**src/rtl/reaction_fsm_pkg.sv**
```systemverilog
// Shared state codes and constants for the reaction timer; the LED display
// block imports the same state_e so both sides agree on the encoding.
package reaction_fsm_pkg;

    typedef enum logic [2:0] {
        IDLE        = 3'd0,
        PREP        = 3'd1,
        TEST        = 3'd2,
        RESULT_OK   = 3'd3,
        RESULT_FAIL = 3'd4
    } state_e;

    localparam logic [13:0] BEST_RESET = 14'd9999;
    localparam logic [15:0] LFSR_SEED  = 16'hACE1;
    // Right-shift Galois taps for x^16+x^14+x^13+x^11+1
    localparam logic [15:0] LFSR_TAPS  = 16'hB400;

    // Bits needed to hold values 0..max_val (at least one bit)
    function automatic int bits_for(input int max_val);
        return (max_val < 2) ? 1 : $clog2(max_val + 1);
    endfunction

endpackage

```
**src/rtl/reaction_fsm_if.sv**
```systemverilog
// Button inputs and result outputs of the reaction timer; the master side
// drives buttons and observes results.
interface reaction_fsm_if;
    import reaction_fsm_pkg::*;

    logic        btn_start;
    logic        btn_react;
    state_e      current_state;
    logic [13:0] reaction_ms;
    logic [13:0] best_ms;
    logic        is_high_score;

    modport master (output btn_start, btn_react,
                    input  current_state, reaction_ms, best_ms, is_high_score);
    modport slave  (input  btn_start, btn_react,
                    output current_state, reaction_ms, best_ms, is_high_score);
endinterface

```
**src/rtl/reaction_fsm_lfsr16.sv**
```systemverilog
// Free-running 16-bit Galois LFSR; the nonzero seed keeps it off the all-zero
// lock-up state.
module lfsr16
    import reaction_fsm_pkg::*;
(
    input  logic        clk,
    input  logic        reset,
    output logic [15:0] out
);
    logic [15:0] lfsr_q, lfsr_d;

    always_comb begin
        lfsr_d = {1'b0, lfsr_q[15:1]} ^ (lfsr_q[0] ? LFSR_TAPS : 16'h0000);
    end

    always_ff @(posedge clk) begin
        if (reset) lfsr_q <= LFSR_SEED;
        else       lfsr_q <= lfsr_d;
    end

    assign out = lfsr_q;
endmodule

```
**src/rtl/reaction_fsm.sv**
```systemverilog
// Reaction-time game: random PREP delay, then time the player's press in TEST
// with a 1 ms prescaler, tracking the best valid result since reset.
module reaction_fsm
    import reaction_fsm_pkg::*;
#(
    parameter int TICKS_PER_MS = 100000,
    parameter int MIN_DELAY_MS = 1000,
    parameter int RAND_BITS    = 11,
    parameter int TIMEOUT_MS   = 9999
) (
    input  logic          clk,
    input  logic          reset,
    reaction_fsm_if.slave bus
);
    localparam int TICK_W = bits_for(TICKS_PER_MS - 1);
    localparam int DLY_W  = bits_for(MIN_DELAY_MS + (1 << RAND_BITS) - 1);
    localparam int MS_W   = bits_for(TIMEOUT_MS);
    localparam logic [15:0] RAND_MASK = 16'((1 << RAND_BITS) - 1);

    logic [15:0] lfsr_out;

    lfsr16 u_lfsr (.clk(clk), .reset(reset), .out(lfsr_out));

    state_e            state_q, state_d;
    logic [TICK_W-1:0] tick_cnt_q, tick_cnt_d;
    logic [DLY_W-1:0]  delay_q, delay_d;
    logic [MS_W-1:0]   ms_q, ms_d;
    logic [13:0]       reaction_q, reaction_d;
    logic [13:0]       best_q, best_d;
    logic              best_valid_q, best_valid_d;
    logic              hs_q, hs_d;

    logic              tick, timeout;
    logic [13:0]       react_val;
    logic [DLY_W-1:0]  delay_load;

    assign tick       = (tick_cnt_q == TICK_W'(TICKS_PER_MS - 1));
    assign timeout    = tick && (ms_q == MS_W'(TIMEOUT_MS - 1));
    assign delay_load = DLY_W'(MIN_DELAY_MS) + DLY_W'(lfsr_out & RAND_MASK);

    always_comb begin
        state_d      = state_q;
        delay_d      = delay_q;
        ms_d         = ms_q;
        reaction_d   = reaction_q;
        best_d       = best_q;
        best_valid_d = best_valid_q;
        hs_d         = hs_q;
        react_val    = timeout ? 14'(TIMEOUT_MS) : 14'(ms_q);

        case (state_q)
            IDLE: begin
                if (bus.btn_start) begin
                    state_d = PREP;
                    delay_d = delay_load;
                end
            end
            PREP: begin
                // A false start wins even if the delay expires on the same edge
                if (bus.btn_react) begin
                    state_d    = RESULT_FAIL;
                    reaction_d = '0;
                end else if (tick) begin
                    if (delay_q <= DLY_W'(1)) begin
                        state_d = TEST;
                        ms_d    = '0;
                    end else begin
                        delay_d = delay_q - DLY_W'(1);
                    end
                end
            end
            TEST: begin
                if (bus.btn_react) begin
                    state_d    = RESULT_OK;
                    reaction_d = react_val;
                    if (!best_valid_q || react_val < best_q) begin
                        best_d       = react_val;
                        best_valid_d = 1'b1;
                        hs_d         = 1'b1;
                    end
                end else if (timeout) begin
                    state_d    = RESULT_FAIL;
                    reaction_d = 14'(TIMEOUT_MS);
                end else if (tick) begin
                    ms_d = ms_q + MS_W'(1);
                end
            end
            RESULT_OK, RESULT_FAIL: begin
                if (bus.btn_start) begin
                    state_d = PREP;
                    delay_d = delay_load;
                    hs_d    = 1'b0;
                end
            end
            default: state_d = IDLE;
        endcase

        // Prescaler restarts on any state change so the first tick is a full ms away
        tick_cnt_d = (state_d != state_q || tick) ? '0 : tick_cnt_q + TICK_W'(1);
    end

    always_ff @(posedge clk) begin
        if (reset) begin
            state_q      <= IDLE;
            tick_cnt_q   <= '0;
            delay_q      <= '0;
            ms_q         <= '0;
            reaction_q   <= '0;
            best_q       <= BEST_RESET;
            best_valid_q <= 1'b0;
            hs_q         <= 1'b0;
        end else begin
            state_q      <= state_d;
            tick_cnt_q   <= tick_cnt_d;
            delay_q      <= delay_d;
            ms_q         <= ms_d;
            reaction_q   <= reaction_d;
            best_q       <= best_d;
            best_valid_q <= best_valid_d;
            hs_q         <= hs_d;
        end
    end

    assign bus.current_state = state_q;
    assign bus.reaction_ms   = reaction_q;
    assign bus.best_ms       = best_q;
    assign bus.is_high_score = hs_q;
endmodule

```
**src/flat_wrapper.sv**
```systemverilog
// flat-port wrapper written by rule: the top's interface ports become plain ports
module reaction_fsm_flat import reaction_fsm_pkg::*;
#(
    parameter int TICKS_PER_MS = 100000,
    parameter int MIN_DELAY_MS = 1000,
    parameter int RAND_BITS    = 11,
    parameter int TIMEOUT_MS   = 9999
)
  (clk, reset, bus_btn_start, bus_btn_react, bus_current_state, bus_reaction_ms, bus_best_ms, bus_is_high_score);
  reaction_fsm_if bus_i ();
  input  logic clk;
  input  logic reset;
  input wire logic [$bits(bus_i.btn_start)-1:0] bus_btn_start;
  input wire logic [$bits(bus_i.btn_react)-1:0] bus_btn_react;
  output wire logic [$bits(bus_i.current_state)-1:0] bus_current_state;
  output wire logic [$bits(bus_i.reaction_ms)-1:0] bus_reaction_ms;
  output wire logic [$bits(bus_i.best_ms)-1:0] bus_best_ms;
  output wire logic [$bits(bus_i.is_high_score)-1:0] bus_is_high_score;
  assign bus_i.btn_start = bus_btn_start;
  assign bus_i.btn_react = bus_btn_react;
  assign bus_current_state = bus_i.current_state;
  assign bus_reaction_ms = bus_i.reaction_ms;
  assign bus_best_ms = bus_i.best_ms;
  assign bus_is_high_score = bus_i.is_high_score;
  reaction_fsm #(.TICKS_PER_MS(TICKS_PER_MS), .MIN_DELAY_MS(MIN_DELAY_MS), .RAND_BITS(RAND_BITS), .TIMEOUT_MS(TIMEOUT_MS)) u_core (.clk(clk), .reset(reset), .bus(bus_i));
endmodule
```
**config.mk**
```make
export PLATFORM = sky130hd
export DESIGN_NAME = reaction_fsm_flat
export DESIGN_NICKNAME = d
export VERILOG_FILES = /design/src/rtl/reaction_fsm_pkg.sv /design/src/rtl/reaction_fsm_if.sv /design/src/rtl/reaction_fsm_lfsr16.sv /design/src/rtl/reaction_fsm.sv /design/src/flat_wrapper.sv
export SDC_FILE = /design/constraint.sdc
export NUM_CORES = 1
export LEC_CHECK = 0
export CAP_MARGIN = 20
export CORE_MARGIN = 1
export CORE_UTILIZATION = 37
export CTS_BUF_LIST = sky130_fd_sc_hd__clkbuf_16
export DETAILED_ROUTE_END_ITERATION = 7
export SYNTH_ARGS = -nofsm -noshare
export SYNTH_HDL_FRONTEND = slang
export SYNTH_SLANG_ARGS = --single-unit
```
**constraint.sdc**
```tcl
create_clock -name clk -period 4.7 [get_ports clk]
set_input_delay 0.47 -clock clk [delete_from_list [all_inputs] [get_ports clk]]
set_output_delay 0.47 -clock clk [all_outputs]
set_load 0.01 [all_outputs]
```
After elaboration in Yosys (flattened, before gate mapping):

Index checks and enable logic that the tools add are counted.

* word-level logic and storage cells: 81
* output and inout port bits: 32
* flip-flop bits (word level): 92

* equality and inequality tests: 20
* reductions and logical operators: 16
* muxes and demuxes: 29
* bitwise operators: 1
* order comparisons: 2
* $add $sub $neg: 4

Operator list (number)
* $mux W14: 10
* $pmux W14 S2: 2
* $mux W12: 4
* $pmux W12 S2: 1
* $mux W3: 6
* $add A17 B1 Y17 const B: 1
* $eq A17 B17 Y1 const B: 1
* $mux W16: 1
* $xor A15 B16 Y16: 1
* $add A14 B1 Y14 const B: 1
* $eq A14 B14 Y1 const B: 1
* $lt A14 B14 Y1: 1
* $ne A2 B2 Y1 const B: 7
* $add A10 B11 Y12 const A: 1
* $le A12 B1 Y1 const B: 1
* $sub A12 B1 Y12 const B: 1
* $ne A2 B1 Y1 const B: 5
* $pmux W3 S3: 1
* $reduce_and A7 Y1: 1
* $eq A3 B2 Y1 const B: 2
* $reduce_and A3 Y1: 2
* $reduce_bool A2 Y1: 3
* $reduce_and A5 Y1: 1
* $reduce_and A4 Y1: 1
* other kinds (12): 16

Logic depth before layout (Yosys ltp):

Gate-level depths: netlist (run 1).

* depth after elaboration: 8
* depth in mapped cells: 13

Cells and area by module:

Synthesis (run 1) repeated with hierarchy kept, for this count alone.

* cells, all modules: 556
* area total of the unflattened synthesis: 4779.6 um^2

Modules (own cells, without submodules)
* reaction_fsm: times used 1, cells an instance 507, area each 4219.0 um^2
* lfsr16: times used 1, cells an instance 49, area each 560.5 um^2

Worst setup path after synthesis (run 1):

Ideal clock, no wire load.

* path kind: register to register
* from: reg u_core.ms_q[0]
* to: reg u_core.best_q[10] (netlist: u_core.bus.best_ms[10])
* data required time: 4628 ps
* path slack: 1970 ps
* arrival time: 2658 ps
* library setup time: 72 ps
* clock period less this slack: 2730 ps
* cell stages (with the launch flop): 14
* cell sequence: dfxtp_1 inv_1 ha_1 nor4b_1 nand4_1 nor2_1 or2_2 ha_1 o22ai_1 a211oi_1 o21ai_0 a22oi_2 buf_2 mux2i_1

* cells in the longest elaborated chain, start to end: 6

Ends and longest elaborated chain
* from (decl): RTL line reaction_fsm.sv:27 `logic [MS_W-1:0] ms_q, ms_d;`
* from (signal assigned): RTL line reaction_fsm.sv:116 `ms_q <= ms_d;`
* $eq A14 B14 Y1: RTL line reaction_fsm.sv:38 `assign timeout = tick && (ms_q == MS_W'(TIMEOUT_MS - 1));`
* $logic_and A1 B1 Y1: RTL line reaction_fsm.sv:38
* $mux W14: RTL line reaction_fsm.sv:49 `react_val = timeout ? 14'(TIMEOUT_MS) : 14'(ms_q);`
* net u_core.react_val[1]: RTL line reaction_fsm.sv:34 `logic [13:0] react_val;`
* $lt A14 B14 Y1: RTL line reaction_fsm.sv:76 `if (!best_valid_q || react_val < best_q) begin`
* $logic_or A1 B1 Y1: RTL line reaction_fsm.sv:76
* $reduce_and A3 Y1 (no source line)
* to (signal assigned): RTL line reaction_fsm.sv:118 `best_q <= best_d;`
* to (decl): RTL line reaction_fsm.sv:29 `logic [13:0] best_q, best_d;`

The timed path passes the listed nets, and every way through them passes these cells.
A chain may end at the register's enable or synchronous reset.

Final worst setup path (run 1):

* from: reg u_core.ms_q[0]
* to: reg u_core.best_q[0] (netlist: u_core.bus.best_ms[0])

Same word-level chain as after synthesis.

==> results.toml, run 1 <==
[status]
outcome = "finished clean"

[routing]
drt-total-wl_mm = 11.0
ant_nets = 0
firstDrtPassIters = 5
wl_per_cell_microns = 14.5
num_vias = 4000
first_iter_violations = 253
via_per_inst = 5.31
drc = 0

[floorplanning]
die_area_sq_um = 13000
initial_core_util_pct = 38.3
die_w_microns = 114
ios = 36
core_area_sq_um = 12100
fp-row-count = 40
die_h_microns = 114

[logic_synthesis]
synth_edf_count = 0
synth_seq_cells = 92
async_flop_share_pct = 0
synth_area_per_cell_sq_um = 8.20
seq_area_frac_synth_pct = 39.7
yosysWarningCount = 0
synthFlopType = "dfxtp_1"
syn-cell-area_sq_um = 4640
synth.distinct_cells = 58
synthCells = 566
syn-num-nets = 588

[sta]
fin_crit_sh_pct = 73.4
final-hold-violation-count = 0
relSlewSlack_pct = 24.1
fmax_mhz = 290
period_needed_ns = 3.45
finClkSkew_ns = 0.00820
tns_ns = 0
maxSlewViolCount = 0
tightestPinTransition_ns = 1.14
grt_setup_unrepaired = "no"
setup_violations = 0

[clocking]
clk_latency_ns = 0.35
cts_tree = "built"
ctsResizeCount = 0
cts_root_buf = "clkbuf_16"
postCtsSetupBuffers = 0
ctsHoldBuffers = 0
htreeDepth = 3
clk_pin_slew_ns = 0.06
cts_num_sinks = 92
cts_buffer_depth = 2
cts_buffers = 9

[power]
seqPwrFrac_pct = 47.9
cellLeakagePower_nw = 2.05
p_total_mw = 1.72
p_comb_share_pct = 10.3
switching_power_mw = 0.447
p_int_mw = 1.27
p_per_area_nw_per_um2 = 320
sw_frac_of_total_pct = 26.0
clkPwrFrac_pct = 41.8
vdd_drop_max_v = 0.000140

[worst_setup_path]
r2r_cells = 12
crit_type = "reg -> reg"
required_ns = 4.97
crit_fanout = 14
start_kind = "flip-flop"
r2r-end = "u_core.bus.best_ms[0]$_SDFFE_PP1P_"
end_kind = "flip-flop"
r2r-start = "u_core.ms_q[0]$_SDFFE_PP0P_"
critical_path_arrival_ns = 3.72
ff2ff_setup_slack_ns = 1.25

[min_path]
hold_class = "reg -> reg"
holdCritStartpoint = "u_core.u_lfsr.out[12]$_SDFF_PP0_"
hold_end = "u_core.u_lfsr.out[11]$_SDFF_PP1_"
min_path_cells = 1

[final_layout]
drive_above_1_share_pct = 7.35
num_antenna_cells = 0
final_common_cell = "dfxtp_1"
fillers = 1223
final_cell_mix = "dfxtp_1 (92), nor2_1 (62), nand2_1 (50)"
synthToLayoutAreaGrowth_pct = 15.9
finalNetCount = 602

[placed_design]
port_buffers = 35
dp_hpwl_mm = 7.64
gp_congestion = 0.888

[grt]
grt_use_total_pct = 18.2
antenna_found_initial = 0
globalRouteOverflowTotal = 0
grt_pass1_vias = 3850
grt_pass1_wl_mm = 18.7
grt_max_degree = 60

[flow_run]
maxCapViolCount = 0
[synth_stat cells, drive strengths merged, types with 4 or more instances]
library cell / number / share of area, %
a211oi: 6 / 0.97
a21o: 4 / 0.65
a21oi: 42 / 4.5
a22oi: 8 / 1.4
and2: 4 / 0.54
and3: 5 / 0.67
buf: 7 / 0.67
clkbuf: 29 / 2.3
dfxtp: 92 / 40
ha: 18 / 4.9
inv: 24 / 1.9
mux2i: 14 / 3.0
nand2: 50 / 4.0
nand3: 21 / 2.4
nand4: 11 / 1.8
nor2: 62 / 5.0
nor2b: 9 / 1.2
nor3: 27 / 2.9
nor3b: 6 / 1.3
nor4b: 4 / 1.0
o21ai: 37 / 4.0
o31ai: 4 / 0.65
or2: 9 / 1.2
or3: 5 / 0.67
xnor2: 14 / 2.6
xor2: 15 / 2.8
[area by class of cell]
cell class	instances	area [sq um]	share of cell area [%]
clock buffers	9	225	4.19
clock inverters	7	67.6	1.26
inverters	24	90.1	1.67
multi-input cells	414	2570	47.8
flip-flops and latches	92	1840	34.2
well taps	168	210	3.91
repair buffers	39	375	6.98
[cell families after synthesis]
| family | count (synthesis) | share of synthesized area (%) |
|---|---|---|
| XOR/XNOR | 29 | 5.47 |
| buffers and inverters | 60 | 4.96 |
| adder cells (fa/ha/maj) | 19 | 5.07 |
| flip-flops | 92 | 39.7 |
| multiplexers | 14 | 3.02 |
| AO/OA/AOI/OAI | 121 | 15.9 |
| AND/OR/NAND/NOR | 231 | 25.9 |
[metal layers]
layer / GRT usage (%) / vias up / wire (microns)
met5: 0 / - / 0
met4: 6.49 / 0 / 199
met2: 30.5 / 84 / 5230
met3: 5.10 / 13 / 452
met1: 22.4 / 1899 / 5070
li1: - / 2004 / -
[sequential cells by signal (all words and copies together) (netlist names)]
register / flops
u_core.best_valid_q: 1
u_core.bus.best_ms: 14
u_core.bus.current_state: 3
u_core.bus.is_high_score: 1
u_core.bus.reaction_ms: 14
u_core.delay_q: 12
u_core.ms_q: 14
u_core.tick_cnt_q: 17
u_core.u_lfsr.out: 16
[worst max path at each step]
stage / start / end / slack [ns]
after CTS: u_core.ms_q[0]$_SDFFE_PP0P_ / u_core.bus.best_ms[0]$_SDFFE_PP1P_ / 1.26
after global routing: u_core.ms_q[0]$_SDFFE_PP0P_ / u_core.bus.best_ms[0]$_SDFFE_PP1P_ / 0.92
final: u_core.ms_q[0]$_SDFFE_PP0P_ / u_core.bus.best_ms[0]$_SDFFE_PP1P_ / 1.25
after detailed placement: u_core.ms_q[0]$_SDFFE_PP0P_ / u_core.bus.best_ms[8]$_SDFFE_PP1P_ / 1.30
after global placement: u_core.ms_q[0]$_SDFFE_PP0P_ / u_core.bus.best_ms[10]$_SDFFE_PP1P_ / 1.48
after floorplan: u_core.ms_q[0]$_SDFFE_PP0P_ / u_core.bus.best_ms[10]$_SDFFE_PP1P_ / 1.97
[power by group through the flow]
stage	Combinational [mW]	Clock [mW]	Sequential (mW)
after floorplan	0.136	0	0.835
after global placement	0.172	0	0.841
after detailed placement	0.174	0	0.843
after CTS	0.176	0.744	0.825
after global routing	0.200	0.772	0.829
final	0.177	0.720	0.825
[per-stage QoR]
| stage | instances | setup slack [ns] | hold WS (ns) | instance area (sq um) | utilization, % |
|---|---|---|---|---|---|
| 2_1_floorplan | 566 | 1.97 | 0.389 | 4640 | - |
| 3_3_place_gp | 737 | 1.48 | 0.400 | 5090 | 42.0 |
| 3_5_place_dp | 737 | 1.30 | 0.402 | 5090 | 42.0 |
| 4_1_cts | 753 | 1.26 | 0.425 | 5380 | 44.4 |
| 5_1_grt | 753 | 0.919 | 0.428 | 5380 | 44.4 |
| 6_report | 753 | 1.25 | 0.419 | 5380 | 44.4 |
[worst max-delay path, cell delays in order (launching register included)]
cell and delay [ns]:
dfxtp_1 0.36, inv_1 0.11, ha_1 0.15, nor4b_1 0.28, nand4_1 0.18, nor2_1 0.32
or2_2 0.19, ha_1 0.16, o22ai_1 0.08, a211oi_1 0.18, o21ai_0 0.17, a22oi_2 0.92
mux2i_1 0.27
No activity file was read; power rests on OpenSTA's default activity.
==> run 2, diff against run 1 <==
==> constraint.sdc (replaced) <==
create_clock -name clk -period 3.1 [get_ports clk]
set_input_delay 0.31 -clock clk [delete_from_list [all_inputs] [get_ports clk]]
set_output_delay 0.31 -clock clk [all_outputs]
set_load 0.01 [all_outputs]
==> results.toml, run 2 (synthesized netlist as in run 1, its figures left out) <==
[grt]
grt_max_degree = 59
antenna_found_initial = 0
grt_pass1_wl_mm = 18.9
grt_use_total_pct = 18.3
globalRouteOverflowTotal = 0
grt_pass1_vias = 3868

[sta]
grt_setup_unrepaired = "no"
relSlewSlack_pct = 38.1
period_needed_ns = 2.75
tns_ns = 0
hold_ws_ns = 0.331
layout_setup_ws_ns = 0.346
fin_crit_sh_pct = 88.8
final-hold-violation-count = 0
finClkSkew_ns = 0.00921
maxSlewViolCount = 0
fmax_mhz = 363
setup_violations = 0
tightestPinTransition_ns = 0.923

[routing]
num_vias = 4014
drc = 0
via_per_inst = 5.24
top_layer = "met4"
wl_met2_mm = 5.31
first_iter_violations = 191
wl_per_cell_microns = 14.4
ant_nets = 0
wl_met1_mm = 5.25
firstDrtPassIters = 4
dr_wl_met3_microns = 308
drt-total-wl_mm = 11.0

[worst_setup_path]
critical_path_arrival_ns = 3.02
crit_type = "reg -> reg"
r2r-start = "u_core.tick_cnt_q[0]$_SDFF_PP0_"
r2r-end = "u_core.ms_q[12]$_SDFFE_PP0P_"
ff2ff_setup_slack_ns = 0.35
required_ns = 3.37
r2r_cells = 7
start_kind = "flip-flop"
end_kind = "flip-flop"
crit_fanout = 8

[final_layout]
largest_reg_flops = 17
top_register = "u_core.tick_cnt_q"
fin_util_pct = 45.2
drive_above_1_share_pct = 9.03
finalNetCount = 615
postLayoutCellArea_sq_um = 5480
synthToLayoutAreaGrowth_pct = 18.0
final_common_cell = "dfxtp_1"
num_antenna_cells = 0
instances_no_fill = 766
final_cell_mix = "dfxtp_1 (92), nor2_1 (62), nand2_1 (50)"

[floorplanning]
die_w_microns = 114
fp-row-count = 40
die_h_microns = 114
die_area_sq_um = 13000
ios = 36
core_area_sq_um = 12100
initial_core_util_pct = 38.3

[power]
p_total_mw = 2.61
cellLeakagePower_nw = 2.11
seqPwrFrac_pct = 47.8
clkPwrFrac_pct = 41.6
switching_power_mw = 0.674
p_per_area_nw_per_um2 = 477
p_comb_share_pct = 10.6
p_int_mw = 1.94
sw_frac_of_total_pct = 25.8
vdd_drop_max_v = 0.000276

[clocking]
cts_tree = "built"
htreeDepth = 3
ctsHoldBuffers = 0
cts_num_sinks = 92
clk_latency_ns = 0.35
postCtsSetupBuffers = 0
ctsResizeCount = 0
cts_root_buf = "clkbuf_16"
clk_pin_slew_ns = 0.07
cts_buffers = 9
cts_buffer_depth = 2

[placed_design]
place_area_sq_um = 5180
port_buffers = 35
dp_hpwl_mm = 7.86
place_ws_ns = 0.385
dp.cells = 750
gp_congestion = 0.815

[status]
outcome = "finished clean"

[min_path]
hold_end = "u_core.u_lfsr.out[13]$_SDFF_PP1_"
min_path_cells = 3
hold_class = "in -> reg"
holdCritStartpoint = "reset"

[flow_run]
maxCapViolCount = 0
-- run 2: worst max-delay path by stage --
| stage | startpoint | endpoint | cells past startpoint |
|---|---|---|---|
| final | u_core.tick_cnt_q[0]$_SDFF_PP0_ | u_core.ms_q[12]$_SDFFE_PP0P_ | 7 |
| after floorplan | u_core.ms_q[0]$_SDFFE_PP0P_ | u_core.bus.best_ms[10]$_SDFFE_PP1P_ | 13 |
| after CTS | u_core.tick_cnt_q[0]$_SDFF_PP0_ | u_core.ms_q[12]$_SDFFE_PP0P_ | 7 |
| after global routing | u_core.ms_q[0]$_SDFFE_PP0P_ | u_core.bus.best_ms[0]$_SDFFE_PP1P_ | 13 |
| after detailed placement | u_core.tick_cnt_q[0]$_SDFF_PP0_ | u_core.ms_q[12]$_SDFFE_PP0P_ | 7 |
| after global placement | u_core.ms_q[0]$_SDFFE_PP0P_ | u_core.bus.best_ms[13]$_SDFFE_PP1P_ | 13 |
-- run 2: routing by layer --
metal,up-vias,GRT usage [%]
li1,2042,-
met1,1904,23.1
met2,58,30.9
met3,10,3.88
met4,0,6.15
met5,-,0
-- run 2: critical path, cell delays in order, from the launching register on --
cell       delay, ns
dfxtp_1         0.38
ha_1            0.22
and4_1          0.31
nand4_2         0.24
a2111oi_4       0.61
nand4_2         0.23
or4_1           0.52
a21oi_1         0.17
-- run 2: cell type report --
cell class | count | area [sq um]
inverter | 24 | 90.1
clock inverter | 7 | 66.3
tap | 168 | 210
multi-input combinational | 414 | 2570
fill | 1232 | 6640
sequential | 92 | 1840
timing repair buffer | 52 | 473
clock buffer | 9 | 225
-- run 2: power groups by stage --
stage | sequential, mW | combinational, mW | clock (mW)
6_report | 1.25 | 0.278 | 1.09
5_1_grt | 1.25 | 0.313 | 1.16
4_1_cts | 1.25 | 0.280 | 1.12
3_5_place_dp | 1.27 | 0.278 | 0
3_3_place_gp | 1.27 | 0.273 | 0
2_1_floorplan | 1.27 | 0.206 | 0
